<file path="src/rtl/counter_pkg.sv">
// counter_pkg: shared defaults and parameter legality check for the wrapping counter.
package counter_pkg;
    localparam int DEF_WIDTH = 8;
    localparam int DEF_CLOCKS_PER_INCREMENT = 1;
    localparam int DEF_MIN_VALUE = 0;
    localparam int DEF_MAX_VALUE = 5;

    // Wide counters (>=31 bits) can hold any non-negative int MAX_VALUE.
    function automatic bit params_ok(int width, int cpi, int min_value, int max_value);
        return width >= 1 && cpi >= 1 && min_value <= max_value &&
               (width >= 31 || max_value < (1 << width));
    endfunction
endpackage

</file>
<file path="src/rtl/counter_prescaler.sv">
// counter_prescaler: divides clk into a one-cycle tick every CLOCKS_PER_INCREMENT edges.
module counter_prescaler
    import counter_pkg::*;
#(
    parameter int CLOCKS_PER_INCREMENT = DEF_CLOCKS_PER_INCREMENT
) (
    input  logic clk,
    input  logic rst,
    output logic tick
);
    localparam int PW = CLOCKS_PER_INCREMENT > 1 ? $clog2(CLOCKS_PER_INCREMENT) : 1;
    localparam logic [PW-1:0] LAST = PW'(CLOCKS_PER_INCREMENT - 1);

    logic [PW-1:0] phase;

    always_ff @(posedge clk or negedge rst)
        if (!rst) phase <= '0;
        else phase <= (phase == LAST) ? '0 : phase + 1'b1;

    assign tick = phase == LAST;
endmodule

</file>
<file path="src/rtl/counter.sv">
// counter: tick-gated count register stepping MIN_VALUE..MAX_VALUE and wrapping.
module counter
    import counter_pkg::*;
#(
    parameter int WIDTH = DEF_WIDTH,
    parameter int CLOCKS_PER_INCREMENT = DEF_CLOCKS_PER_INCREMENT,
    parameter int MIN_VALUE = DEF_MIN_VALUE,
    parameter int MAX_VALUE = DEF_MAX_VALUE
) (
    input  logic             clk,
    input  logic             rst,
    output logic [WIDTH-1:0] count
);
    localparam logic [WIDTH-1:0] LO = WIDTH'(MIN_VALUE);
    localparam logic [WIDTH-1:0] SPAN = WIDTH'(MAX_VALUE - MIN_VALUE);

    if (!params_ok(WIDTH, CLOCKS_PER_INCREMENT, MIN_VALUE, MAX_VALUE)) begin : g_bad_params
        $fatal(1, "counter: illegal parameters WIDTH=%0d CPI=%0d MIN=%0d MAX=%0d",
               WIDTH, CLOCKS_PER_INCREMENT, MIN_VALUE, MAX_VALUE);
    end

    logic tick;

    counter_prescaler #(.CLOCKS_PER_INCREMENT(CLOCKS_PER_INCREMENT)) u_prescaler (
        .clk (clk),
        .rst (rst),
        .tick(tick)
    );

    // Offset from LO wraps modulo 2^WIDTH, so values below LO also fail the range test and reload LO.
    always_ff @(posedge clk or negedge rst)
        if (!rst) count <= LO;
        else if (tick) count <= (count - LO < SPAN) ? count + 1'b1 : LO;
endmodule

</file>
<file path="config.mk">
export PLATFORM = sky130hd
export DESIGN_NAME = counter
export DESIGN_NICKNAME = d
export VERILOG_FILES = /design/src/rtl/counter_pkg.sv /design/src/rtl/counter_prescaler.sv /design/src/rtl/counter.sv
export SDC_FILE = /design/constraint.sdc
export NUM_CORES = 1
export LEC_CHECK = 0
export ABC_CLOCK_PERIOD_IN_PS = 1330
export CORE_AREA = 5 5 42 44
export CTS_BUF_LIST = sky130_fd_sc_hd__clkbuf_8
export CTS_CLUSTER_SIZE = 8
export DETAILED_ROUTE_END_ITERATION = 16
export DIE_AREA = 0 0 47 49
export PLACE_DENSITY_LB_ADDON = 0.12
export SETUP_SLACK_MARGIN = 0.5
export SLEW_MARGIN = 20
export SYNTH_ARGS = -nofsm -noshare
export SYNTH_HDL_FRONTEND = slang
export SYNTH_SLANG_ARGS = --single-unit
</file>
<file path="constraint.sdc">
create_clock -name clk -period 1.33 [get_ports clk]
set_clock_uncertainty 0.15 [all_clocks]
set_input_delay 0.266 -clock clk [delete_from_list [all_inputs] [get_ports clk]]
set_output_delay 0.266 -clock clk [all_outputs]
set_load 0.03 [all_outputs]
</file>
* Yosys cells after proc, flatten, opt, wreduce, memory -nomap -nowiden
Cells that the tools add are included.
** Word-level totals
- Word-level logic and storage cells :: 7
- Register bits after elaboration :: 9
- Output and inout port bits :: 8
- Bits of input ports :: 2
** Cells by class
- Magnitude comparators :: 1
- Add/sub/neg operators :: 2
- Multiplexer cells :: 2
** Operators with widths (number)
- $add 8x1->8 const B :: 1
- $lt 8x3->1 const B :: 1
- $mux 8 :: 1
- $add 1x1->1 const B :: 1
- $mux 1 :: 1

* Longest topological paths before layout
Gate-level depths: netlist of the first run.
- Depth in word-level cells :: 2
- Mapped depth :: 4

* Hierarchy
A second synthesis of the first run with hierarchy kept.
** Second synthesis, totals
- Cells, all modules :: 43
- Area total of the unflattened synthesis :: 434.2 um^2
** Modules (own cells, without submodules)
- counter :: cells each 41, sequential area each 200.2 um^2, instances 1, area an instance 422.9 um^2
- counter_prescaler :: cells each 2, sequential area each 0.0 um^2, instances 1, area an instance 11.3 um^2

* Least setup slack after synthesis of the first run
No wires, ideal clock.
- Kind :: flip-flop to flip-flop
- Start :: register count[6]
- End :: register count[2]
- Slack :: -0.186 ns
- Setup time :: 0.101 ns
- Stages on the path, launching flop included :: 3
- Data arrival time :: 1.265 ns
- Required time :: 1.079 ns
- Path through :: dfrtp_1 or4_4 nor4_1
** Between the ends
- Longest elaborated chain between the ends :: 2
** RTL lines
- start, declared :: RTL line counter.sv:12 : output logic [WIDTH-1:0] count
- start signal, assigned :: RTL line counter.sv:33 : else if (tick) count <= (count - LO < SPAN) ? count + 1'b1 : LO;
- $lt 8x3->1 :: RTL line counter.sv:33
- $mux 8 :: RTL line counter.sv:33
Every way passes these cells.
A chain may end at the register's enable or synchronous reset.

* Worst setup path after layout of the first run
- Start :: register count[4]
- End :: register count[1]
The elaborated chain is that of the path after synthesis.

==> results.cfg, run 1 <==
[route]
routed_via_density = 3.930
ant_nets = 0
first_iter_violations = 5
highest_layer = met3
drc = 0
wl_met1_um = 235
wl_met3_um = 45
drt-total-wl_um = 610
vias = 224
wire_per_inst_um = 10.70
detail_route.first_pass.iterations = 2
wl_met2_um = 329

[clock_tree]
clk_path_buf_depth = 2
clk_latency_ns = 0.23
clk_pin_slew_ns = 0.04
cts_tree = built
htreeDepth = 1
cts_made_buffers = 3
cts_hold_buf = 0
clock_sinks = 8
cts-root-buf = clkbuf_8

[floorplan]
core_mm2 = 0.001401
io_pins = 10
dieWidth_um = 47
die_h_um = 49
rows = 14
die_area_mm2 = 0.002303
initial_utilization_pct = 21.52

[layout]
syn_to_final_growth_pct = 79.25
fin_util_pct = 38.57
largest_reg_flops = 8
multi_input_area_um2 = 122.6
diodes = 0
largestRegisters = count: 8 flops
nFillCells = 151
largest_register = count
nets = 46
seq_area_um2 = 209.0
finalNonFillerCells = 57
drive_gt1_share_pct = 63.41

[setup_path]
crit_slowest_cell = or4_4
slowest_delay_ns = 0.58
path_delay_family = simple AND/OR/NAND/NOR gates
crit_type = flip-flop to flip-flop
r2r_end = count[1]
cp_max_fo = 4
crit_buf_inv = 0
cp-end-kind = flip-flop
worstPathArrival_ns = 1.42
reg2reg_slack_ns = -0.12
crit_chain = or4_4 -> nor4b_4
start_kind = flip-flop
cp.required_ns = 1.30
worstReg2RegStart = count[4]
reg2reg_depth = 2

[timing]
rsz0062_at_grt = yes
fin_crit_sh_pct = 109.0
min_period_ns = 1.450
fin_ws_ns = -0.1196
slew_violations = 0
hold_viol_final = 8
whs_ns = -0.2253
setup_violations = 4
max_freq_ghz = 0.6898

[logic_synthesis]
synth_seq_area_share_pct = 66.39
syn-instance-count = 21
syn_avg_cell_area_um2 = 14.36
synth_common_cells = dfrtp_1 (8), nor4_1 (3), ha_1 (2), inv_1 (2)
synth_edf_count = 0
synth_cell_type_count = 10
synth_top_area_share_pct = 66.39
synth.most_common_cell = dfrtp_1
yosysTopAreaCell = dfrtp_1
synth.yosys.warnings = 0
dominantRegCellSynth = dfrtp_1
syn_area_um2 = 301.5
synthTopCellsByArea = dfrtp_1 (66%), ha_1 (8.3%), nor4_1 (6.2%)
ys_seq_elements = 8
async_flop_share_pct = 100.0

[placed_design]
routabilityCongestion = 0.6044
dp.cells = 51
place_ws_ns = -0.1175
io_buffers = 9

[global_routing]
grt.total_usage_pct = 6.335
grt_overflow = 0
first_global_vias = 239
grt_first_pass_wirelength_um = 1055
antenna_found_initial = 0
grt_max_degree = 9

[hold_path]
hp-class = input pin to async pin

[power_and_ir_drop]
peakVddDrop_mv = 0.6266
power.leakage_nw = 0.2437
p_per_area_mw_per_mm2 = 1101

[run_status]
violations = hold timing, setup timing
outcome = finished, violations left

[flow_run]
cap_violations = 0
==> kinds of logic (layout without fill, tap and decap cells) <==
group / after synthesis / in the layout / synth area share [%]
xor gates and xnor gates: 1 / 1 / 2.905
adders and majority gates: 2 / 2 / 8.297
buffers and inverters: 2 / 19 / 2.491
DFF: 8 / 8 / 66.39
other: 1 / 4 / 1.244
and+or+nand+nor: 7 / 7 / 18.67
==> layout make-up <==
type | count | share of cell area [%]
Multi-Input combinational cell | 14 | 22.69
Clock inverter | 1 | 0.6944
Inverter | 2 | 1.389
Sequential cell | 8 | 38.66
Timing Repair Buffer | 13 | 25.23
Tap cell | 16 | 3.704
Clock buffer | 3 | 7.639
==> per-layer routing <==
metal	vias up	track usage [%]
met5	-	0
met4	0	0
met3	0	4.428
met2	5	9.502
met1	110	7.955
li1	109	-
==> where the power goes <==
| group | total (mW) | internal [mW] | switching, mW |
|---|---|---|---|
| Sequential | 0.258 | 0.253 | 0.00501 |
| Combinational | 0.0497 | 0.0225 | 0.0272 |
| Clock | 0.288 | 0.199 | 0.0884 |
| Total | 0.595 | 0.475 | 0.121 |
==> worst max-delay path by stage <==
stage | startpoint | to | slack, ns | cells after the start
final | count[4] | count[1] | -0.12 | 2
after floorplan | count[7] | count[1] | -0.14 | 2
after global routing | count[4] | count[2] | -0.17 | 2
after global placement | count[7] | count[0] | -0.12 | 2
after detailed placement | count[7] | count[1] | -0.12 | 2
after CTS | count[4] | count[1] | -0.14 | 2
==> through the flow <==
step	area [um2]	total power [mW]	hold slack, ns	TNS (ns)
detailed placement	426.7	0.3032	0.3419	-0.2951
finish	540.5	0.5952	-0.2253	-0.3230
floorplan	321.6	0.2796	-0.1796	-0.4320
global route	540.5	0.6240	-0.1869	-0.5868
CTS	521.8	0.6025	0.1773	-0.4023
global placement	426.7	0.3031	0.3401	-0.3005
==> what timing repair did <==
item | 4_1_cts | 5_1_grt
resized for setup | 8 | 5
endpoints found under the hold margin | 0 | 8
endpoints found under the setup margin | 12 | 19
pin swaps | 1 | 0
buffers inserted | 2 | 0
==> cell usage in the layout (no fill, tap or decap) <==
cell type / n
nor4_2: 1
buf_4: 3
xnor2_1: 1
nor4b_4: 1
or4_4: 1
buf_6: 9
clkbuf_8: 3
dfrtp_2: 7
nor4_1: 2
dfrtp_1: 1
inv_1: 3
nand3_1: 1
ha_1: 2
dlymetal6s2s_1: 1
conb_1: 4
nor2b_2: 1
Power figures use the tool's default switching activity.
==> run 2: changes to the inputs <==
--- a/config.mk
+++ b/config.mk
@@ -12,6 +12,7 @@
 export DETAILED_ROUTE_END_ITERATION = 16
 export DIE_AREA = 0 0 47 49
 export PLACE_DENSITY_LB_ADDON = 0.12
+export RECOVER_POWER = 50
 export SETUP_SLACK_MARGIN = 0.5
 export SLEW_MARGIN = 20
 export SYNTH_ARGS = -nofsm -noshare
==> run 2 against run 1 <==
  * The run still ends with hold timing, setup timing left
  * Setup slack stayed put
  * Sequential power barely moved
  * Non-clock buffer count unchanged
  * Maximum frequency did not move
  * Die area is the same
  * Critical path type unchanged
  * Critical endpoint unchanged
==> results.cfg, run 2 (synthesized netlist as in run 1, its figures left out) <==
[run_status]
outcome = finished, violations left
violations = hold timing, setup timing

[route]
routed_via_density = 3.930
drc = 0
wire_per_inst_um = 10.68
drt-total-wl_um = 609
first_iter_violations = 5
detail_route.first_pass.iterations = 2
ant_nets = 0
vias = 224

[timing]
min_period_ns = 1.450
whs_ns = -0.2114
fin_crit_sh_pct = 109.0
slew_violations = 0
rsz0062_at_grt = yes
hold_viol_final = 8
max_freq_ghz = 0.6898
setup_violations = 4
fin_ws_ns = -0.1196

[setup_path]
crit_type = flip-flop to flip-flop
crit_chain = or4_4 -> nor4b_4
cp_max_fo = 4
cp-end-kind = flip-flop
crit_buf_inv = 0
cp.required_ns = 1.30
worstPathArrival_ns = 1.42
path_delay_family = simple AND/OR/NAND/NOR gates
start_kind = flip-flop
crit_slowest_cell = or4_4
slowest_delay_ns = 0.58

[global_routing]
grt_first_pass_wirelength_um = 1055
first_global_vias = 239
grt_max_degree = 9
grt_overflow = 0
grt.total_usage_pct = 6.335
antenna_found_initial = 0

[power_and_ir_drop]
peakVddDrop_mv = 0.6266
power.leakage_nw = 0.2318
p_per_area_mw_per_mm2 = 1116

[clock_tree]
clk_path_buf_depth = 2
cts_made_buffers = 3
htreeDepth = 1
clk_pin_slew_ns = 0.04
clk_latency_ns = 0.23
cts-root-buf = clkbuf_8
cts_hold_buf = 0
cts_tree = built
clock_sinks = 8

[layout]
seq_area_um2 = 209.0
drive_gt1_share_pct = 63.41
syn_to_final_growth_pct = 76.35
fin_util_pct = 37.95
largest_register = count
nets = 46
largest_reg_flops = 8
nFillCells = 154
diodes = 0
final_common_cell = buf_6
largestRegisters = count: 8 flops
final_cell_mix = buf_6 (9), dfrtp_2 (7), conb_1 (4)
multi_input_area_um2 = 122.6

[hold_path]
hp-class = input pin to async pin

[placed_design]
place_ws_ns = -0.1175
routabilityCongestion = 0.6044
io_buffers = 9

[floorplan]
die_area_mm2 = 0.002303
core_mm2 = 0.001401
die_h_um = 49
initial_utilization_pct = 21.52
io_pins = 10
rows = 14
dieWidth_um = 47

[flow_run]
cap_violations = 0
-- run 2: cell types whose count changed in the layout (fill, tap and decap cells not counted), sizes merged --
cell / before / now
dlymetal6s2s: 1 / 0
clkbuf: 3 / 4
-- run 2: final cells by class --
type	count	share of cell area [%]
flip-flops and latches	8	39.29
multi-input cells	14	23.06
inverters	2	1.412
clock inverters	1	0.7059
well taps	16	3.765
clock buffers	3	7.765
repair buffers	13	24.00
-- run 2: where the power goes --
part	total, mW	switching (mW)	internal (mW)
combinational	0.0481	0.0273	0.0208
sequential	0.258	0.00501	0.253
clock	0.288	0.0884	0.199
-- run 2: metrics by stage --
stage	instance area [um2]	power [mW]	std cells	TNS, ns
after floorplan	321.6	0.2796	24	-0.4320
after global routing	531.8	0.6223	57	-0.5868
after global placement	426.7	0.3031	51	-0.3005
final	531.8	0.5936	57	-0.3234
after detailed placement	426.7	0.3032	51	-0.2951
after CTS	521.8	0.6025	57	-0.4023
-- run 2: repair_timing --
action,CTS,global route
gates resized for setup,8,5
endpoints found under the hold margin,0,8
endpoints found under the setup margin,12,19
setup buffers,2,0
pin swaps,1,0
-- run 2: worst paths after layout --
path                       startpoint        to  slack (ns)  cells after the start
setup reg to reg             count[4]  count[1]       -0.12                      2
hold reg to reg              count[3]  count[3]        0.38                      1
max in group asynchronous         rst  count[5]        0.93                      1
min in group clk             count[3]  count[3]        0.38                      1
hold / removal                    rst  count[3]       -0.21                      1
setup / recovery             count[4]  count[1]       -0.12                      2
-- run 2: per-layer routing --
layer	track usage, %	vias up	part of all wire (%)
li1	-	109	-
met1	7.955	110	38
met2	9.502	5	54
met3	4.428	0	7.4
met4	0	0	0
met5	0	-	0
